===== src/rtl/arb_pkg.sv =====
// Shared definitions for the four-requester arbiter: sizes, state encoding, one-hot helper.
// Used by req_arbiter_4 (optional ROUND_ROBIN_EN build) and prio_pick4.
package arb_pkg;

  localparam int N_REQ = 4;
  localparam int IDX_W = 2;

  localparam logic [1:0] IDLE = 2'd0;
  localparam logic [1:0] BUSY = 2'd1;
  localparam logic [1:0] PARK = 2'd2;

  typedef enum logic [1:0] {
    StIdle = IDLE,
    StBusy = BUSY,
    StPark = PARK
  } arb_state_e;

  function automatic logic [N_REQ-1:0] idx_to_onehot(input logic [IDX_W-1:0] idx);
    logic [N_REQ-1:0] oh;
    oh      = '0;
    oh[idx] = 1'b1;
    return oh;
  endfunction

endpackage


===== src/rtl/prio_pick4.sv =====
// Combinational 4:1 priority pick: searches downward from i_start, wrapping 0 -> 3.
// o_found is low (and o_idx meaningless) when no request bit is set.
module prio_pick4
  import arb_pkg::*;
(
  input  logic [N_REQ-1:0] i_req,
  input  logic [IDX_W-1:0] i_start,
  output logic [IDX_W-1:0] o_idx,
  output logic             o_found
);

  logic [IDX_W-1:0] w_cand;

  // Walk from the lowest-priority slot up to i_start so the highest-priority hit wins last.
  always_comb begin
    o_idx   = i_start;
    o_found = 1'b0;
    w_cand  = i_start;
    for (int k = N_REQ - 1; k >= 0; k--) begin
      w_cand = i_start - IDX_W'(k);
      if (i_req[w_cand]) begin
        o_idx   = w_cand;
        o_found = 1'b1;
      end
    end
  end

endmodule


===== src/rtl/req_arbiter_4.sv =====
// Four-requester arbiter with hold timeout and a one-cycle PARK gap between owners.
// Define ROUND_ROBIN_EN for rotating priority; otherwise req[3] > req[2] > req[1] > req[0].
module req_arbiter_4
  import arb_pkg::*;
#(
  parameter int unsigned MAX_HOLD = 16,
  parameter int unsigned CNT_W    = 5
) (
  input  logic             i_clk,
  input  logic             i_rst,
  input  logic             i_enable,
  input  logic [N_REQ-1:0] i_req,
  output logic [N_REQ-1:0] o_gnt,
  output logic [IDX_W-1:0] o_gnt_idx,
  output logic             o_gnt_valid,
  output logic             o_no_req
);

  arb_state_e       r_state, w_state_d;
  logic [N_REQ-1:0] r_gnt, w_gnt_d;
  logic [IDX_W-1:0] r_idx, w_idx_d;
  logic [CNT_W-1:0] r_hold_cnt, w_hold_d;
  logic             r_no_req;

  logic [IDX_W-1:0] w_start;
  logic [IDX_W-1:0] w_pick_idx;
  logic             w_found;
  logic             w_grant;
  logic             w_owner_req;
  logic             w_others;
  logic             w_timeout;

  prio_pick4 u_pick (
    .i_req   (i_req),
    .i_start (w_start),
    .o_idx   (w_pick_idx),
    .o_found (w_found)
  );

`ifdef ROUND_ROBIN_EN
  // r_rr_ptr remembers the last owner; the search begins one slot below it.
  logic [IDX_W-1:0] r_rr_ptr;

  always_ff @(posedge i_clk) begin
    if (i_rst) begin
      r_rr_ptr <= '0;
    end else if (w_grant) begin
      r_rr_ptr <= w_pick_idx;
    end
  end

  assign w_start = r_rr_ptr - IDX_W'(1);
`else
  assign w_start = IDX_W'(N_REQ - 1);
`endif

  assign w_owner_req = i_req[r_idx];
  assign w_others    = |(i_req & ~r_gnt);
  assign w_timeout   = (r_hold_cnt == CNT_W'(MAX_HOLD - 1));

  always_comb begin
    w_state_d = r_state;
    w_gnt_d   = r_gnt;
    w_idx_d   = r_idx;
    w_hold_d  = r_hold_cnt;
    w_grant   = 1'b0;
    unique case (r_state)
      StIdle: begin
        if (i_enable && w_found) begin
          w_state_d = StBusy;
          w_gnt_d   = idx_to_onehot(w_pick_idx);
          w_idx_d   = w_pick_idx;
          w_hold_d  = '0;
          w_grant   = 1'b1;
        end
      end
      StBusy: begin
        if (!w_owner_req || !i_enable || (w_timeout && w_others)) begin
          w_state_d = StPark;
          w_gnt_d   = '0;
          w_hold_d  = '0;
        end else if (!w_timeout) begin
          w_hold_d = r_hold_cnt + CNT_W'(1);
        end
      end
      StPark: begin
        w_state_d = StIdle;
        w_gnt_d   = '0;
        w_hold_d  = '0;
      end
      default: begin
        w_state_d = StIdle;
        w_gnt_d   = '0;
        w_hold_d  = '0;
      end
    endcase
  end

  always_ff @(posedge i_clk) begin
    if (i_rst) begin
      r_state    <= StIdle;
      r_gnt      <= '0;
      r_idx      <= '0;
      r_hold_cnt <= '0;
      r_no_req   <= 1'b0;
    end else begin
      r_state    <= w_state_d;
      r_gnt      <= w_gnt_d;
      r_idx      <= w_idx_d;
      r_hold_cnt <= w_hold_d;
      r_no_req   <= i_enable && (i_req == '0);
    end
  end

  assign o_gnt       = r_gnt;
  assign o_gnt_idx   = r_idx;
  assign o_gnt_valid = |r_gnt;
  assign o_no_req    = r_no_req;

endmodule

===== config.mk =====
export PLATFORM = sky130hd
export DESIGN_NAME = req_arbiter_4
export DESIGN_NICKNAME = d
export VERILOG_FILES = /design/src/rtl/arb_pkg.sv /design/src/rtl/prio_pick4.sv /design/src/rtl/req_arbiter_4.sv
export SDC_FILE = /design/constraint.sdc
export NUM_CORES = 1
export LEC_CHECK = 0
export BUFFER_PORTS_ARGS = -buffer_cell sky130_fd_sc_hd__clkbuf_2
export CAP_MARGIN = 20
export CELL_PAD_IN_SITES_DETAIL_PLACEMENT = 1
export CELL_PAD_IN_SITES_GLOBAL_PLACEMENT = 1
export CORE_ASPECT_RATIO = 0.8
export CORE_MARGIN = 4
export CORE_UTILIZATION = 42
export CTS_CLUSTER_DIAMETER = 200
export DETAILED_ROUTE_END_ITERATION = 16
export PLACE_DENSITY = 0.89
export SLEW_MARGIN = 20
export SYNTH_ARGS = -nofsm -noshare
export SYNTH_HDL_FRONTEND = slang
export SYNTH_SLANG_ARGS = --single-unit

===== constraint.sdc =====
create_clock -name i_clk -period 3.6 [get_ports i_clk]
set_clock_uncertainty 0.1 [all_clocks]
set_input_delay 0.54 -clock i_clk [delete_from_list [all_inputs] [get_ports i_clk]]
set_output_delay 0.54 -clock i_clk [all_outputs]
set_load 0.02 [all_outputs]

==> results.sh <==
export IMPL_rsz0062_at_grt="false"
export IMPL_p_per_area_nw_per_um2=379
export IMPL_pre_cts_slack_ns=1.48
export IMPL_die_w_um=55.6
export IMPL_grt_pass1_vias=779
export IMPL_period_needed_ns=1.99
export IMPL_status="finished clean"
export IMPL_irDropWorstVdd_uv=235
export IMPL_comb_power_share=0.157
export IMPL_cts_tree="yes"
export IMPL_reg2reg_depth=7
export IMPL_ys_warn_count=0
export IMPL_postSynthNetCount=94
export IMPL_ff_latch_area_sq_um=280
export IMPL_yosysTopAreaCellShare=0.368
export IMPL_worst_slack_ns=1.61
export IMPL_fillerInstances=212
export IMPL_num_vias=740
export IMPL_ctsHoldBuffers=0
export IMPL_top_usage_layer="met2"
export IMPL_critPathKind="register to output port"
export IMPL_hold_class="register to register"
export IMPL_chipHeight_um=46.1
export IMPL_start_util=0.454
export IMPL_intPower_mw=0.242
export IMPL_async_reset_ff_frac=0
export IMPL_cp_start_kind="register"
export IMPL_track_usage=0.186
export IMPL_switching_share=0.282
export IMPL_routed_wl_mm=2.12
export IMPL_drv_slew=0
export IMPL_fin_tns_setup_ns=0
export IMPL_switchingPower_mw=0.0952
export IMPL_ys_ff_latch=14
export IMPL_maxCapViolations=0
export IMPL_io_pins=15
export IMPL_worstHoldPathCells=2
export IMPL_syn_inst=85
export IMPL_utilization=0.531
export IMPL_synth_most_common_cell="dfxtp_1"
export IMPL_cts_resized=0
export IMPL_avgRoutedWirePerCell_um=17.2
export IMPL_vias_per_cell=6.02
export IMPL_drive_above_1_share=0.238
export IMPL_worst_setup_path_end_kind="output port"
export IMPL_fin_crit_sh=0.552
export IMPL_synth_avg_cell_area_sq_um=8.95
export IMPL_place_congestion=0.817
export IMPL_synth_main_ff_cell="dfxtp_1"
export IMPL_core_sq_um=1680
export IMPL_ys_types=32
export IMPL_cts_clk_slew_worst_paths_ns=0.09
export IMPL_first_pass_iters=4
export IMPL_clockRootBuffer="clkbuf_4"
export IMPL_clk_latency_ns=0.29
export IMPL_design_area_sq_um=890
export IMPL_diodes=0
export IMPL_grt_max_degree=16
export IMPL_row_count=13
export IMPL_cts_max_path_buffers=2
export IMPL_p_leak_nw=0.339
export IMPL_htreeDepth=1
export IMPL_slew_headroom=0.677
export IMPL_dieArea_sq_um=2560
export IMPL_worst_slew_pin_slew_ns=0.480
export IMPL_setup_viol=0
export IMPL_cp_data_arrival_time_ns=1.35
export IMPL_fmax_ghz=0.504
export IMPL_use_met2=0.325
export IMPL_drt_iter0_drc=18
export IMPL_grt_overflow=0
export IMPL_multi_input_area_sq_um=453
export IMPL_port_buffers=14
export IMPL_cts_setup_buffers=0
export IMPL_cts_sinks=14
export IMPL_yosys_area_top_type="dfxtp_1"
export IMPL_seq_power_share=0.492
export IMPL_clock_power_share=0.351
export IMPL_dpl_cell_area_sq_um=853
export IMPL_use_met1=0.223
export IMPL_areaGrowthSynthToFinish_pct=16.9
export IMPL_synth_edf_count=0
export IMPL_cp_required_ns=2.96
export IMPL_grt_use_met3=0.0616
export IMPL_hold_viol=0
export IMPL_cts_buffers_inserted=3
export IMPL_route_detailed_drc=0
export IMPL_grt_pass1_wl_mm=3.58
export IMPL_ys_top_cells_by_count="14 x dfxtp_1, 8 x a21oi_1, 6 x nand2_1"
export IMPL_yosysSeqAreaShare=0.368
export IMPL_syn_area_sq_um=761
export IMPL_final_antenna_net_count=0
export IMPL_finalPower_mw=0.337
export IMPL_yosys_top_cells_area="dfxtp_1 37%, a311oi_1 5.8%, a21oi_1 5.3%, nand4_1 4.1%, nor2b_1 4.1%"
export IMPL_place_hpwl_mm=1.57
export IMPL_antenna_found_initial=0
export IMPL_crit_fanout=4
export IMPL_final_nets=111
[through the flow]
stage | std cells | hold slack [ns]
after global placement | 119 | 0.381
final | 123 | 0.409
after detailed placement | 119 | 0.397
after global routing | 123 | 0.435
after CTS | 123 | 0.410
after floorplan | 85 | 0.359
[worst paths after layout]
path                       from            end  slack [ns]
setup / recovery       o_gnt[3]    o_gnt_valid        1.61
setup reg to reg  r_hold_cnt[0]  r_hold_cnt[3]        1.70
hold / removal     o_gnt_idx[0]   o_gnt_idx[0]        0.41
hold reg to reg    o_gnt_idx[0]   o_gnt_idx[0]        0.41
[placed cells by master, fill, tap and decap left out, drive strengths merged, types with 3 or more instances in the layout]
| master | n |
|---|---|
| a21oi | 8 |
| a311oi | 5 |
| a31oi | 3 |
| clkbuf | 18 |
| dfxtp | 14 |
| inv | 4 |
| nand2 | 7 |
| nand3 | 3 |
| nand4 | 5 |
| nor2 | 4 |
| nor2b | 5 |
| o21ai | 3 |
[worst max-delay path: stages, from the launching register on]
cell	delay, ns
dfxtp_1	0.35
or4_1	0.53
clkbuf_2	0.18
[cell families after synthesis]
logic type                 after synthesis  synth area share
muxes                                    1            0.0345
and+or+nand+nor                         36             0.286
DFF                                     14             0.368
buffers and inverters                    7            0.0362
adders and majority gates                2            0.0329
AOI/OAI and AO/OA                       25             0.242
[state kept, by name (all words and copies together), names as in the netlist]
register / cells
o_gnt_idx: 2
r_state: 2
o_gnt: 4
r_hold_cnt: 5
o_no_req: 1
[power groups by stage]
stage | registers [mW] | clock network [mW] | logic [mW]
6_report | 0.166 | 0.118 | 0.0529
5_1_grt | 0.167 | 0.128 | 0.0583
4_1_cts | 0.166 | 0.120 | 0.0530
3_5_place_dp | 0.169 | 0 | 0.0527
3_3_place_gp | 0.169 | 0 | 0.0508
2_1_floorplan | 0.172 | 0 | 0.0299
[layer usage]
| metal | up-vias | wire length (um) | part of all wire |
|---|---|---|---|
| li1 | 364 | - | - |
| met3 | 2 | 98 | 0.046 |
| met1 | 355 | 1020 | 0.48 |
| met5 | - | 0 | 0 |
| met2 | 19 | 994 | 0.47 |
| met4 | 0 | 11 | 0.0052 |
[final cells by class]
cell class	instances	area share
multi-input cells	64	0.509
inverters	4	0.0169
clock buffers	4	0.0408
repair buffers	15	0.0872
well taps	22	0.0309
flip-flops and latches	14	0.315
No activity file was read; power rests on OpenSTA's default activity.
